File: config.mk
export PLATFORM = sky130hd
export DESIGN_NAME = vga_cursor_timing_flat
export DESIGN_NICKNAME = d
export VERILOG_FILES = /design/src/rtl/vga_cursor_timing_if.sv /design/src/rtl/vga_cursor_timing.sv /design/src/flat_wrapper.sv
export SDC_FILE = /design/constraint.sdc
export NUM_CORES = 1
export LEC_CHECK = 0
export CAP_MARGIN = 20
export CORE_ASPECT_RATIO = 1.25
export CORE_MARGIN = 2
export CORE_UTILIZATION = 57
export CTS_BUF_LIST = sky130_fd_sc_hd__clkbuf_8
export DETAILED_ROUTE_END_ITERATION = 7
export PLACE_DENSITY = 0.84
export RECOVER_POWER = 50
export SYNTH_ARGS = -nofsm -noshare
export SYNTH_HDL_FRONTEND = slang
export SYNTH_SLANG_ARGS = --single-unit
File: constraint.sdc
create_clock -name clk_25mhz -period 2.8 [get_ports clk_25mhz]
set_clock_uncertainty 0.15 [all_clocks]
set_input_delay 0.56 -clock clk_25mhz [delete_from_list [all_inputs] [get_ports clk_25mhz]]
set_output_delay 0.56 -clock clk_25mhz [all_outputs]
set_load 0.02 [all_outputs]
File: src/rtl/vga_cursor_timing_if.sv
// Bundle of the raw button inputs and the DAC-facing video outputs of vga_cursor_timing.
// Video is a free-running stream: no valid/ready. Every clk_25mhz cycle carries one pixel; the sink cannot stall it.
interface vga_cursor_timing_if #(
  parameter int COORD_W = 10
);
  logic               up;
  logic               down;
  logic               left;
  logic               right;
  logic               hsync;
  logic               vsync;
  logic               comp_sync;
  logic               blank;
  logic [COORD_W-1:0] pixel_x;
  logic [COORD_W-1:0] pixel_y;
  logic [7:0]         pixel_r;
  logic [7:0]         pixel_g;
  logic [7:0]         pixel_b;
  logic               frame_start;
  logic [COORD_W-1:0] cursor_x;
  logic [COORD_W-1:0] cursor_y;

  modport master (
    input  up, down, left, right,
    output hsync, vsync, comp_sync, blank, pixel_x, pixel_y,
    output pixel_r, pixel_g, pixel_b, frame_start, cursor_x, cursor_y
  );

  modport slave (
    output up, down, left, right,
    input  hsync, vsync, comp_sync, blank, pixel_x, pixel_y,
    input  pixel_r, pixel_g, pixel_b, frame_start, cursor_x, cursor_y
  );
endinterface

File: src/rtl/vga_cursor_timing.sv
// Parametrised VGA timing generator with a button-driven square cursor overlay.
// All video outputs are registered one cycle behind the hcnt/vcnt counters.
module vga_cursor_timing #(
  parameter int          H_ACTIVE    = 640,
  parameter int          H_FP        = 16,
  parameter int          H_SYNC      = 96,
  parameter int          H_BP        = 48,
  parameter int          V_ACTIVE    = 480,
  parameter int          V_FP        = 10,
  parameter int          V_SYNC      = 2,
  parameter int          V_BP        = 33,
  parameter bit          HSYNC_POL   = 1'b0,
  parameter bit          VSYNC_POL   = 1'b0,
  parameter int          COORD_W     = 10,
  parameter int          CURSOR_SIZE = 8,
  parameter int          STEP        = 1,
  parameter bit          WRAP        = 1'b0,
  parameter logic [23:0] CURSOR_RGB  = 24'hFFFFFF,
  parameter logic [23:0] BG_RGB      = 24'h000080
) (
  input  logic                 clk_25mhz,
  input  logic                 rst,
  vga_cursor_timing_if.master  vga
);

  localparam int H_TOTAL = H_ACTIVE + H_FP + H_SYNC + H_BP;
  localparam int V_TOTAL = V_ACTIVE + V_FP + V_SYNC + V_BP;
  localparam int X_MAX   = H_ACTIVE - CURSOR_SIZE;
  localparam int Y_MAX   = V_ACTIVE - CURSOR_SIZE;
  localparam int CW      = COORD_W + 1;

  localparam logic [COORD_W-1:0] H_LAST   = COORD_W'(H_TOTAL - 1);
  localparam logic [COORD_W-1:0] V_LAST   = COORD_W'(V_TOTAL - 1);
  localparam logic [COORD_W-1:0] H_ACT_C  = COORD_W'(H_ACTIVE);
  localparam logic [COORD_W-1:0] V_ACT_C  = COORD_W'(V_ACTIVE);
  localparam logic [COORD_W-1:0] HS_START = COORD_W'(H_ACTIVE + H_FP);
  localparam logic [COORD_W-1:0] HS_END   = COORD_W'(H_ACTIVE + H_FP + H_SYNC);
  localparam logic [COORD_W-1:0] VS_START = COORD_W'(V_ACTIVE + V_FP);
  localparam logic [COORD_W-1:0] VS_END   = COORD_W'(V_ACTIVE + V_FP + V_SYNC);
  localparam logic [COORD_W-1:0] CX0      = COORD_W'(X_MAX / 2);
  localparam logic [COORD_W-1:0] CY0      = COORD_W'(Y_MAX / 2);
  localparam logic [CW-1:0]      X_LIM    = CW'(X_MAX);
  localparam logic [CW-1:0]      Y_LIM    = CW'(Y_MAX);
  localparam logic [CW-1:0]      STEP_W   = CW'(STEP);
  localparam logic [CW-1:0]      SIZE_W   = CW'(CURSOR_SIZE);

  logic [COORD_W-1:0] hcnt;
  logic [COORD_W-1:0] vcnt;
  logic [COORD_W-1:0] cur_x;
  logic [COORD_W-1:0] cur_y;
  // Button bits ordered {up, down, left, right}.
  logic [3:0]         btn_meta;
  logic [3:0]         btn_sync;

  logic          h_wrap;
  logic          v_wrap;
  logic          visible;
  logic          hs_act;
  logic          vs_act;
  logic          hit;
  logic          upd;
  logic [CW-1:0] x_end;
  logic [CW-1:0] y_end;

  // One axis step; the extra bit keeps the overflow test free of modular wrap.
  function automatic logic [COORD_W-1:0] step_axis(
    input logic [COORD_W-1:0] pos,
    input logic               inc,
    input logic               dec,
    input logic [CW-1:0]      lim
  );
    logic [CW-1:0] p;
    logic [CW-1:0] s;
    p = {1'b0, pos};
    s = p + STEP_W;
    step_axis = pos;
    if (inc && !dec) begin
      if (s > lim) step_axis = WRAP ? '0 : lim[COORD_W-1:0];
      else         step_axis = s[COORD_W-1:0];
    end else if (dec && !inc) begin
      if (p < STEP_W) step_axis = WRAP ? lim[COORD_W-1:0] : '0;
      else            step_axis = pos - STEP_W[COORD_W-1:0];
    end
  endfunction

  always_comb begin
    h_wrap  = (hcnt == H_LAST);
    v_wrap  = (vcnt == V_LAST);
    visible = (hcnt < H_ACT_C) && (vcnt < V_ACT_C);
    hs_act  = (hcnt >= HS_START) && (hcnt < HS_END);
    vs_act  = (vcnt >= VS_START) && (vcnt < VS_END);
    x_end   = {1'b0, cur_x} + SIZE_W;
    y_end   = {1'b0, cur_y} + SIZE_W;
    hit     = (hcnt >= cur_x) && ({1'b0, hcnt} < x_end) &&
              (vcnt >= cur_y) && ({1'b0, vcnt} < y_end);
    upd     = (vcnt == V_ACT_C) && (hcnt == '0);
  end

  always_ff @(posedge clk_25mhz or negedge rst) begin
    if (!rst) begin
      hcnt            <= '0;
      vcnt            <= '0;
      btn_meta        <= '0;
      btn_sync        <= '0;
      cur_x           <= CX0;
      cur_y           <= CY0;
      vga.hsync       <= ~HSYNC_POL;
      vga.vsync       <= ~VSYNC_POL;
      vga.comp_sync   <= 1'b1;
      vga.blank       <= 1'b0;
      vga.pixel_x     <= '0;
      vga.pixel_y     <= '0;
      vga.pixel_r     <= '0;
      vga.pixel_g     <= '0;
      vga.pixel_b     <= '0;
      vga.frame_start <= 1'b0;
    end else begin
      btn_meta <= {vga.up, vga.down, vga.left, vga.right};
      btn_sync <= btn_meta;
      hcnt     <= h_wrap ? '0 : hcnt + 1'b1;
      if (h_wrap) vcnt <= v_wrap ? '0 : vcnt + 1'b1;
      // The update line is vertical blanking, so a move never tears the image.
      if (upd) begin
        cur_x <= step_axis(cur_x, btn_sync[0], btn_sync[1], X_LIM);
        cur_y <= step_axis(cur_y, btn_sync[2], btn_sync[3], Y_LIM);
      end
      vga.hsync       <= hs_act ? HSYNC_POL : ~HSYNC_POL;
      vga.vsync       <= vs_act ? VSYNC_POL : ~VSYNC_POL;
      vga.comp_sync   <= ~(hs_act | vs_act);
      vga.blank       <= visible;
      vga.pixel_x     <= hcnt;
      vga.pixel_y     <= vcnt;
      {vga.pixel_r, vga.pixel_g, vga.pixel_b} <= visible ? (hit ? CURSOR_RGB : BG_RGB) : 24'h0;
      vga.frame_start <= (hcnt == '0) && (vcnt == '0);
    end
  end

  assign vga.cursor_x = cur_x;
  assign vga.cursor_y = cur_y;

endmodule

File: src/flat_wrapper.sv
// flat-port wrapper written by rule: the top's interface ports become plain ports
module vga_cursor_timing_flat 
#(
  parameter int          H_ACTIVE    = 640,
  parameter int          H_FP        = 16,
  parameter int          H_SYNC      = 96,
  parameter int          H_BP        = 48,
  parameter int          V_ACTIVE    = 480,
  parameter int          V_FP        = 10,
  parameter int          V_SYNC      = 2,
  parameter int          V_BP        = 33,
  parameter bit          HSYNC_POL   = 1'b0,
  parameter bit          VSYNC_POL   = 1'b0,
  parameter int          COORD_W     = 10,
  parameter int          CURSOR_SIZE = 8,
  parameter int          STEP        = 1,
  parameter bit          WRAP        = 1'b0,
  parameter logic [23:0] CURSOR_RGB  = 24'hFFFFFF,
  parameter logic [23:0] BG_RGB      = 24'h000080
)
  (clk_25mhz, rst, vga_up, vga_down, vga_left, vga_right, vga_hsync, vga_vsync, vga_comp_sync, vga_blank, vga_pixel_x, vga_pixel_y, vga_pixel_r, vga_pixel_g, vga_pixel_b, vga_frame_start, vga_cursor_x, vga_cursor_y);
  vga_cursor_timing_if #(.COORD_W(COORD_W)) vga_i ();
  input  logic clk_25mhz;
  input  logic rst;
  input wire logic [$bits(vga_i.up)-1:0] vga_up;
  input wire logic [$bits(vga_i.down)-1:0] vga_down;
  input wire logic [$bits(vga_i.left)-1:0] vga_left;
  input wire logic [$bits(vga_i.right)-1:0] vga_right;
  output wire logic [$bits(vga_i.hsync)-1:0] vga_hsync;
  output wire logic [$bits(vga_i.vsync)-1:0] vga_vsync;
  output wire logic [$bits(vga_i.comp_sync)-1:0] vga_comp_sync;
  output wire logic [$bits(vga_i.blank)-1:0] vga_blank;
  output wire logic [$bits(vga_i.pixel_x)-1:0] vga_pixel_x;
  output wire logic [$bits(vga_i.pixel_y)-1:0] vga_pixel_y;
  output wire logic [$bits(vga_i.pixel_r)-1:0] vga_pixel_r;
  output wire logic [$bits(vga_i.pixel_g)-1:0] vga_pixel_g;
  output wire logic [$bits(vga_i.pixel_b)-1:0] vga_pixel_b;
  output wire logic [$bits(vga_i.frame_start)-1:0] vga_frame_start;
  output wire logic [$bits(vga_i.cursor_x)-1:0] vga_cursor_x;
  output wire logic [$bits(vga_i.cursor_y)-1:0] vga_cursor_y;
  assign vga_i.up = vga_up;
  assign vga_i.down = vga_down;
  assign vga_i.left = vga_left;
  assign vga_i.right = vga_right;
  assign vga_hsync = vga_i.hsync;
  assign vga_vsync = vga_i.vsync;
  assign vga_comp_sync = vga_i.comp_sync;
  assign vga_blank = vga_i.blank;
  assign vga_pixel_x = vga_i.pixel_x;
  assign vga_pixel_y = vga_i.pixel_y;
  assign vga_pixel_r = vga_i.pixel_r;
  assign vga_pixel_g = vga_i.pixel_g;
  assign vga_pixel_b = vga_i.pixel_b;
  assign vga_frame_start = vga_i.frame_start;
  assign vga_cursor_x = vga_i.cursor_x;
  assign vga_cursor_y = vga_i.cursor_y;
  vga_cursor_timing #(.H_ACTIVE(H_ACTIVE), .H_FP(H_FP), .H_SYNC(H_SYNC), .H_BP(H_BP), .V_ACTIVE(V_ACTIVE), .V_FP(V_FP), .V_SYNC(V_SYNC), .V_BP(V_BP), .HSYNC_POL(HSYNC_POL), .VSYNC_POL(VSYNC_POL), .COORD_W(COORD_W), .CURSOR_SIZE(CURSOR_SIZE), .STEP(STEP), .WRAP(WRAP), .CURSOR_RGB(CURSOR_RGB), .BG_RGB(BG_RGB)) u_core (.clk_25mhz(clk_25mhz), .rst(rst), .vga(vga_i));
endmodule
==> impl_metrics.tcl, run 1 <==
set metrics [dict create \
    status "completed" \
    grt_max_degree 42 \
    numCtsBuffers 9 \
    dieArea_mm2 0.00948 \
    crit_arrival_ps 2750 \
    yosys.area.top_type "dfrtp_1" \
    row_count 38 \
    fin_nets 671 \
    ctsHoldBuffers 0 \
    num_vias 4341 \
    worst_slew_pin_slew_ps 1070 \
    clk_pin_slew_ps 90 \
    synth_area_mm2 0.00497 \
    fin_area_mm2 0.00584 \
    coreArea_mm2 0.00856 \
    dpl_cell_area_mm2 0.00573 \
    wl_met1_um 4800 \
    clk_latency_ps 370 \
    start_util_pct 58.0 \
    endpoint_kind "flip-flop" \
    cts_tree "yes" \
    grt_pass1_vias 4261 \
    seqCellArea_mm2 0.00187 \
    cts.sinks 74 \
    slew_headroom_pct 28.3 \
    post_drt_wl_per_cell_um 16.8 \
    synthTopCellsByArea "dfrtp_1, ha_1, dfstp_2" \
    ys_types 63 \
    antenna_cells 0 \
    yosysWarnings 0 \
    routabilityCongestion 0.945 \
    fin_crit_sh_pct 96.8 \
    drt-pass1-iter-count 7 \
    async_reset_ff_share_pct 100 \
    drive_gt1_share_pct 7.89 \
    fin_crit_ps 2710 \
    drc 0 \
    finalHoldViolCount 0 \
    fin_util_pct 68.2 \
    synth-main-ff-cell "dfrtp_1" \
    grt_pass1_wl_um 20100 \
    drv_slew 0 \
    synth_top_area_share_pct 30.7 \
    wl_met3_um 715 \
    fp.dieW_um 87.5 \
    fmax_ghz 0.369 \
    layout.cells.non_filler 721 \
    ys_seq_area_share_pct 37.6 \
    setup_tns_ps 0 \
    track_usage_pct 27.0 \
    top_layer_used "met4" \
    crit_required_ps 2840 \
    yosys_register_bits 74 \
    routed_wl_um 12100 \
    cp_max_fo 8 \
    h-tree-depth 3 \
    clk_path_buf_depth 2 \
    syn-num-nets 609 \
    routed-wl-met2_um 6290 \
    placed_cells 705 \
    grt-ovfl-total 0 \
    critPathKind "flip-flop to flip-flop" \
    synth_cells 554 \
    rsz0062_at_grt "no" \
    leakagePower_nw 2.50 \
    hold_path.class "flip-flop to flip-flop" \
    synth_edf_count 0 \
    ctsRootBufferMaster "clkbuf_8" \
    viasPerCell 6.02 \
    start_kind "flip-flop" \
    multi_input_area_mm2 0.00269 \
    setup_viol 0 \
    antenna_found_initial 0 \
    pwr_density_cell_mw_per_mm2 322 \
    fillers 658 \
    dp_hpwl_um 9000 \
    io_pins 75 \
    power_mw 1.88 \
    avgSynthCellArea_um2 8.96 \
    first_iter_violations 391 \
    maxCapViolCount 0 \
    io_buffer_count 74 \
    syn_to_final_growth_pct 17.6 \
    die_h_um 108 \
    max-vdd-ir-drop_mv 0.270 \
    ant_nets 0 \
]
-- Yosys cell counts (all sizes together) (4+ instances only) --
cell type / number
dfrtp: 61
ha: 49
o21ai: 47
nor2: 43
a21oi: 37
buf: 34
inv: 34
nand2: 32
nand3: 30
xnor2: 19
nor3: 17
dfstp: 13
and3: 12
clkbuf: 11
nand4: 10
nor4: 10
and2: 7
or3: 6
xor2: 6
a21o: 5
a31oi: 5
nand2b: 5
a211oi: 4
and4: 4
nor2b: 4
o21a: 4
o22ai: 4
-- where the power goes --
group          switching (mW)  leakage [nW]  internal [mW]  total (mW)
combinational          0.0343          1.47        0.00948      0.0438
sequential            0.00146         0.939           1.07        1.08
clock                   0.435        0.0900          0.327       0.762
total                   0.470          2.50           1.41        1.88
-- per-layer routing --
| layer | vias to the layer above | GRT usage (%) |
|---|---|---|
| met4 | 0 | 11.0 |
| met2 | 180 | 46.8 |
| met1 | 2031 | 32.3 |
| li1 | 2097 | - |
| met3 | 33 | 5.42 |
| met5 | - | 0 |
-- cells by family after synthesis --
logic type	after synthesis	synth area share (%)
AND/OR/NAND/NOR	190	20.4
AO/OA/AOI/OAI	135	16.8
buffers and inverters	80	8.31
flip-flops	74	37.6
adder cells (fa/ha/maj)	49	12.3
XOR/XNOR	25	4.41
multiplexers	1	0.202
-- layout by cell type (no fill, tap or decap), types with 10 or more instances in the layout --
cell type / netlist / layout
nand2_1: 32 / 32
and3_1: 12 / 12
ha_1: 49 / 49
clkdlybuf4s50_1: 0 / 69
dfrtp_1: 61 / 61
nor3_1: 15 / 15
nor2_1: 42 / 42
xnor2_1: 19 / 19
nand4_1: 10 / 10
o21ai_0: 45 / 45
a21oi_1: 37 / 37
inv_1: 34 / 34
clkbuf_1: 11 / 13
dfstp_2: 13 / 13
nand3_1: 30 / 30
-- area by class of cell --
class                           instances  share of cell area, %
Clock buffer                            9                   2.12
Clock inverter                          7                  0.900
Inverter                               35                   2.25
Multi-Input combinational cell        400                   46.0
Sequential cell                        74                   32.0
Tap cell                              100                   2.14
Timing Repair Buffer                   96                   14.6
-- registers in the layout (all words and copies together), names as in the netlist --
name / flops
u_core.vcnt: 10
u_core.btn_meta: 4
u_core.vga.vsync: 1
u_core.hcnt: 10
u_core.vga.hsync: 1
u_core.vga.frame_start: 1
u_core.vga.blank: 1
u_core.vga.pixel_y: 10
u_core.vga.pixel_g: 1
u_core.vga.cursor_x: 10
u_core.vga.comp_sync: 1
u_core.vga.cursor_y: 10
u_core.btn_sync: 4
u_core.vga.pixel_x: 10
-- per-stage QoR --
| stage | hold WS, ps | setup WS [ps] |
|---|---|---|
| floorplan | 114 | 267 |
| global placement | 184 | 239 |
| detailed placement | 185 | 108 |
| CTS | 39.9 | 74.3 |
| global route | 224 | 5.03 |
| finish | 201 | 89.9 |
-- critical path, cell delays in order (launching register included) --
cell and delay (ps):
dfrtp_1 480, inv_1 170, ha_1 230, or4b_4 530, nor4_4 300, or2_4 230, nor2_1 60, o21ai_0 200
o311ai_0 200
-- worst paths after layout --
check	start	endpoint	cells past startpoint	slack (ps)
max	u_core.vga.cursor_x[1]	u_core.vga.cursor_x[7]	8	90
min	u_core.btn_meta[1]	u_core.btn_sync[1]	0	200
max reg2reg	u_core.vga.cursor_x[1]	u_core.vga.cursor_x[7]	8	90
min reg2reg	u_core.btn_meta[1]	u_core.btn_sync[1]	0	200
max in group asynchronous	rst	u_core.vga.pixel_y[2]	2	920
min in group asynchronous	rst	u_core.vga.pixel_g[6]	1	230
-- what timing repair did --
item / in CTS / in global routing
gates resized for setup: 0 / 1
endpoints found under the hold margin: 0 / 0
setup buffers: 0 / 0
endpoints found under the setup margin: 0 / 2
Power figures use the tool's default switching activity.
==> inputs of run 2 (changes only) <==
PLACE_DENSITY = unset   (was 0.84)
PLACE_DENSITY_LB_ADDON = 0.05   (was unset)
==> run 2 against run 1 <==
- the run now ends with max-capacitance violations, max-slew violations left
- final area up 1.4%
- fmax increased by 0.24%
- utilization rose by 0.94 points
- non-clock buffer count up 4
- worst setup slack better by 6.5 ps
- final cell count increased by 0.55%
- critical path type unchanged
==> impl_metrics.tcl, run 2 (synthesis gave the netlist of run 1 again) <==
set metrics [dict create \
    drc 0 \
    routed_wl_um 12200 \
    clkPwrFrac_pct 44.2 \
    finalHoldViolCount 0 \
    num_vias 4323 \
    grt-ovfl-total 0 \
    clk_pin_slew_ps 90 \
    cts.sinks 74 \
    layout.cells.non_filler 725 \
    whs_path_depth 0 \
    fin_util_pct 69.2 \
    die_h_um 108 \
    reg2regPathDepth 8 \
    combinationalPowerShare_pct 2.2 \
    leakagePower_nw 2.55 \
    grtUsageMet3_pct 5.19 \
    setup_viol 0 \
    hold_end "u_core.btn_sync[2]" \
    clk_latency_ps 370 \
    reg2reg_slack_ps 100 \
    fillers 668 \
    seq_power_share_pct 53.6 \
    cp_max_fo 8 \
    antenna_found_initial 0 \
    maxCapViolCount 1 \
    slew_headroom_pct -19.5 \
    r2r-start "u_core.vga.cursor_x[3]" \
    use_met2_pct 46.6 \
    start_util_pct 58.0 \
    routabilityCongestion 1.00 \
    status "finished with violations" \
    coreArea_mm2 0.00856 \
    h-tree-depth 3 \
    fin_crit_sh_pct 96.6 \
    setup_ws_ps 96.4 \
    r2r-end "u_core.vga.cursor_x[0]" \
    critPathKind "flip-flop to flip-flop" \
    io_pins 75 \
    numCtsBuffers 9 \
    power_switching_mw 0.479 \
    viasPerCell 5.96 \
    grt_pass1_wl_um 20000 \
    worstHoldStart "u_core.btn_meta[2]" \
    fin_area_mm2 0.00592 \
    dpl_cell_area_mm2 0.00573 \
    drt-pass1-iter-count 7 \
    start_kind "flip-flop" \
    post_drt_wl_per_cell_um 16.8 \
    grt_max_degree 75 \
    ant_nets 0 \
    dieArea_mm2 0.00948 \
    endpoint_kind "flip-flop" \
    max-vdd-ir-drop_mv 0.255 \
    clk_path_buf_depth 2 \
    pwr_density_cell_mw_per_mm2 339 \
    dp_hpwl_um 8890 \
    pre_cts_ws_ps 166 \
    fmax_ghz 0.370 \
    syn_to_final_growth_pct 19.2 \
    hold_path.class "flip-flop to flip-flop" \
    fin_nets 675 \
    ctsRootBufferMaster "clkbuf_8" \
    fp.dieW_um 87.5 \
    ctsHoldBuffers 0 \
    gr-max-usage-layer "met2" \
    grt_pass1_vias 4072 \
    cts_tree "yes" \
    track_usage_pct 27.0 \
    drive_gt1_share_pct 9.12 \
    final_common_cell "clkdlybuf4s50_1" \
    gr-usage-met1_pct 32.9 \
    violations "max-capacitance violations, max-slew violations" \
    drv_slew 75 \
    crit_arrival_ps 2790 \
    antenna_cells 0 \
    fin_crit_ps 2700 \
    row_count 38 \
    crit_required_ps 2890 \
    power_mw 2.01 \
    mostFrequentLayoutCells "clkdlybuf4s50_1, dfrtp_1, ha_1" \
    placed_cells 705 \
    first_iter_violations 226 \
    power.internal_mw 1.53 \
    switching_share_pct 23.9 \
    worst_slew_pin_slew_ps 1790 \
    io_buffer_count 74 \
]
[run 2: layout make-up]
cell class	instances	area (µm²)	share of cell area, %
multi-input cells	400	2700	45.6
flip-flops and latches	74	1870	31.6
well taps	100	125	2.11
repair buffers	100	886	15.0
clock buffers	10	138	2.33
clock inverters	6	72.6	1.23
inverters	35	131	2.22
[run 2: routing by layer]
| metal | vias up | part of all wire [%] |
|---|---|---|
| met4 | 0 | 1.9 |
| li1 | 2117 | - |
| met5 | - | 0 |
| met3 | 21 | 4.8 |
| met2 | 130 | 52 |
| met1 | 2055 | 41 |
[run 2: worst max-delay path by stage]
| stage | startpoint | endpoint | slack [ps] | cells after the start |
|---|---|---|---|---|
| final | u_core.vga.cursor_x[3] | u_core.vga.cursor_x[0] | 100 | 8 |
| after global routing | u_core.vga.cursor_y[1] | u_core.vga.cursor_y[4] | -4 | 8 |
| after CTS | u_core.vga.cursor_x[1] | u_core.vga.cursor_x[6] | 150 | 9 |
| after detailed placement | u_core.vga.cursor_x[1] | u_core.vga.cursor_x[6] | 170 | 9 |
| after global placement | u_core.vga.cursor_y[3] | u_core.vga.cursor_y[0] | 200 | 8 |
| after floorplan | u_core.vga.cursor_y[5] | u_core.vga.pixel_g[6] | 270 | 10 |
[run 2: repair_timing]
item	CTS	global route
endpoints found under the setup margin	0	9
gates resized for setup	0	5
setup buffers	0	4
[run 2: power groups by stage]
stage	Clock, mW	Sequential, mW	Combinational [mW]
after floorplan	0	1.10	0.0127
after global placement	0	1.10	0.0495
after detailed placement	0	1.10	0.0493
after CTS	0.913	1.08	0.0494
after global routing	0.952	1.08	0.0518
final	0.889	1.08	0.0439
[run 2: critical path, cell delays in order, from the launching register on]
cell and delay (ps):
dfstp_2 620, ha_1 300, nand4_1 260, or3_1 420, a21oi_1 170, a32oi_1 90, and3_1 280, o211ai_1 190
o21ai_0 110
[run 2: through the flow]
stage	TNS [ps]	hold slack, ps
6_report	0	206
5_1_grt	-4.14	210
4_1_cts	0	51.1
3_5_place_dp	0	186
3_3_place_gp	0	184
2_1_floorplan	0	114
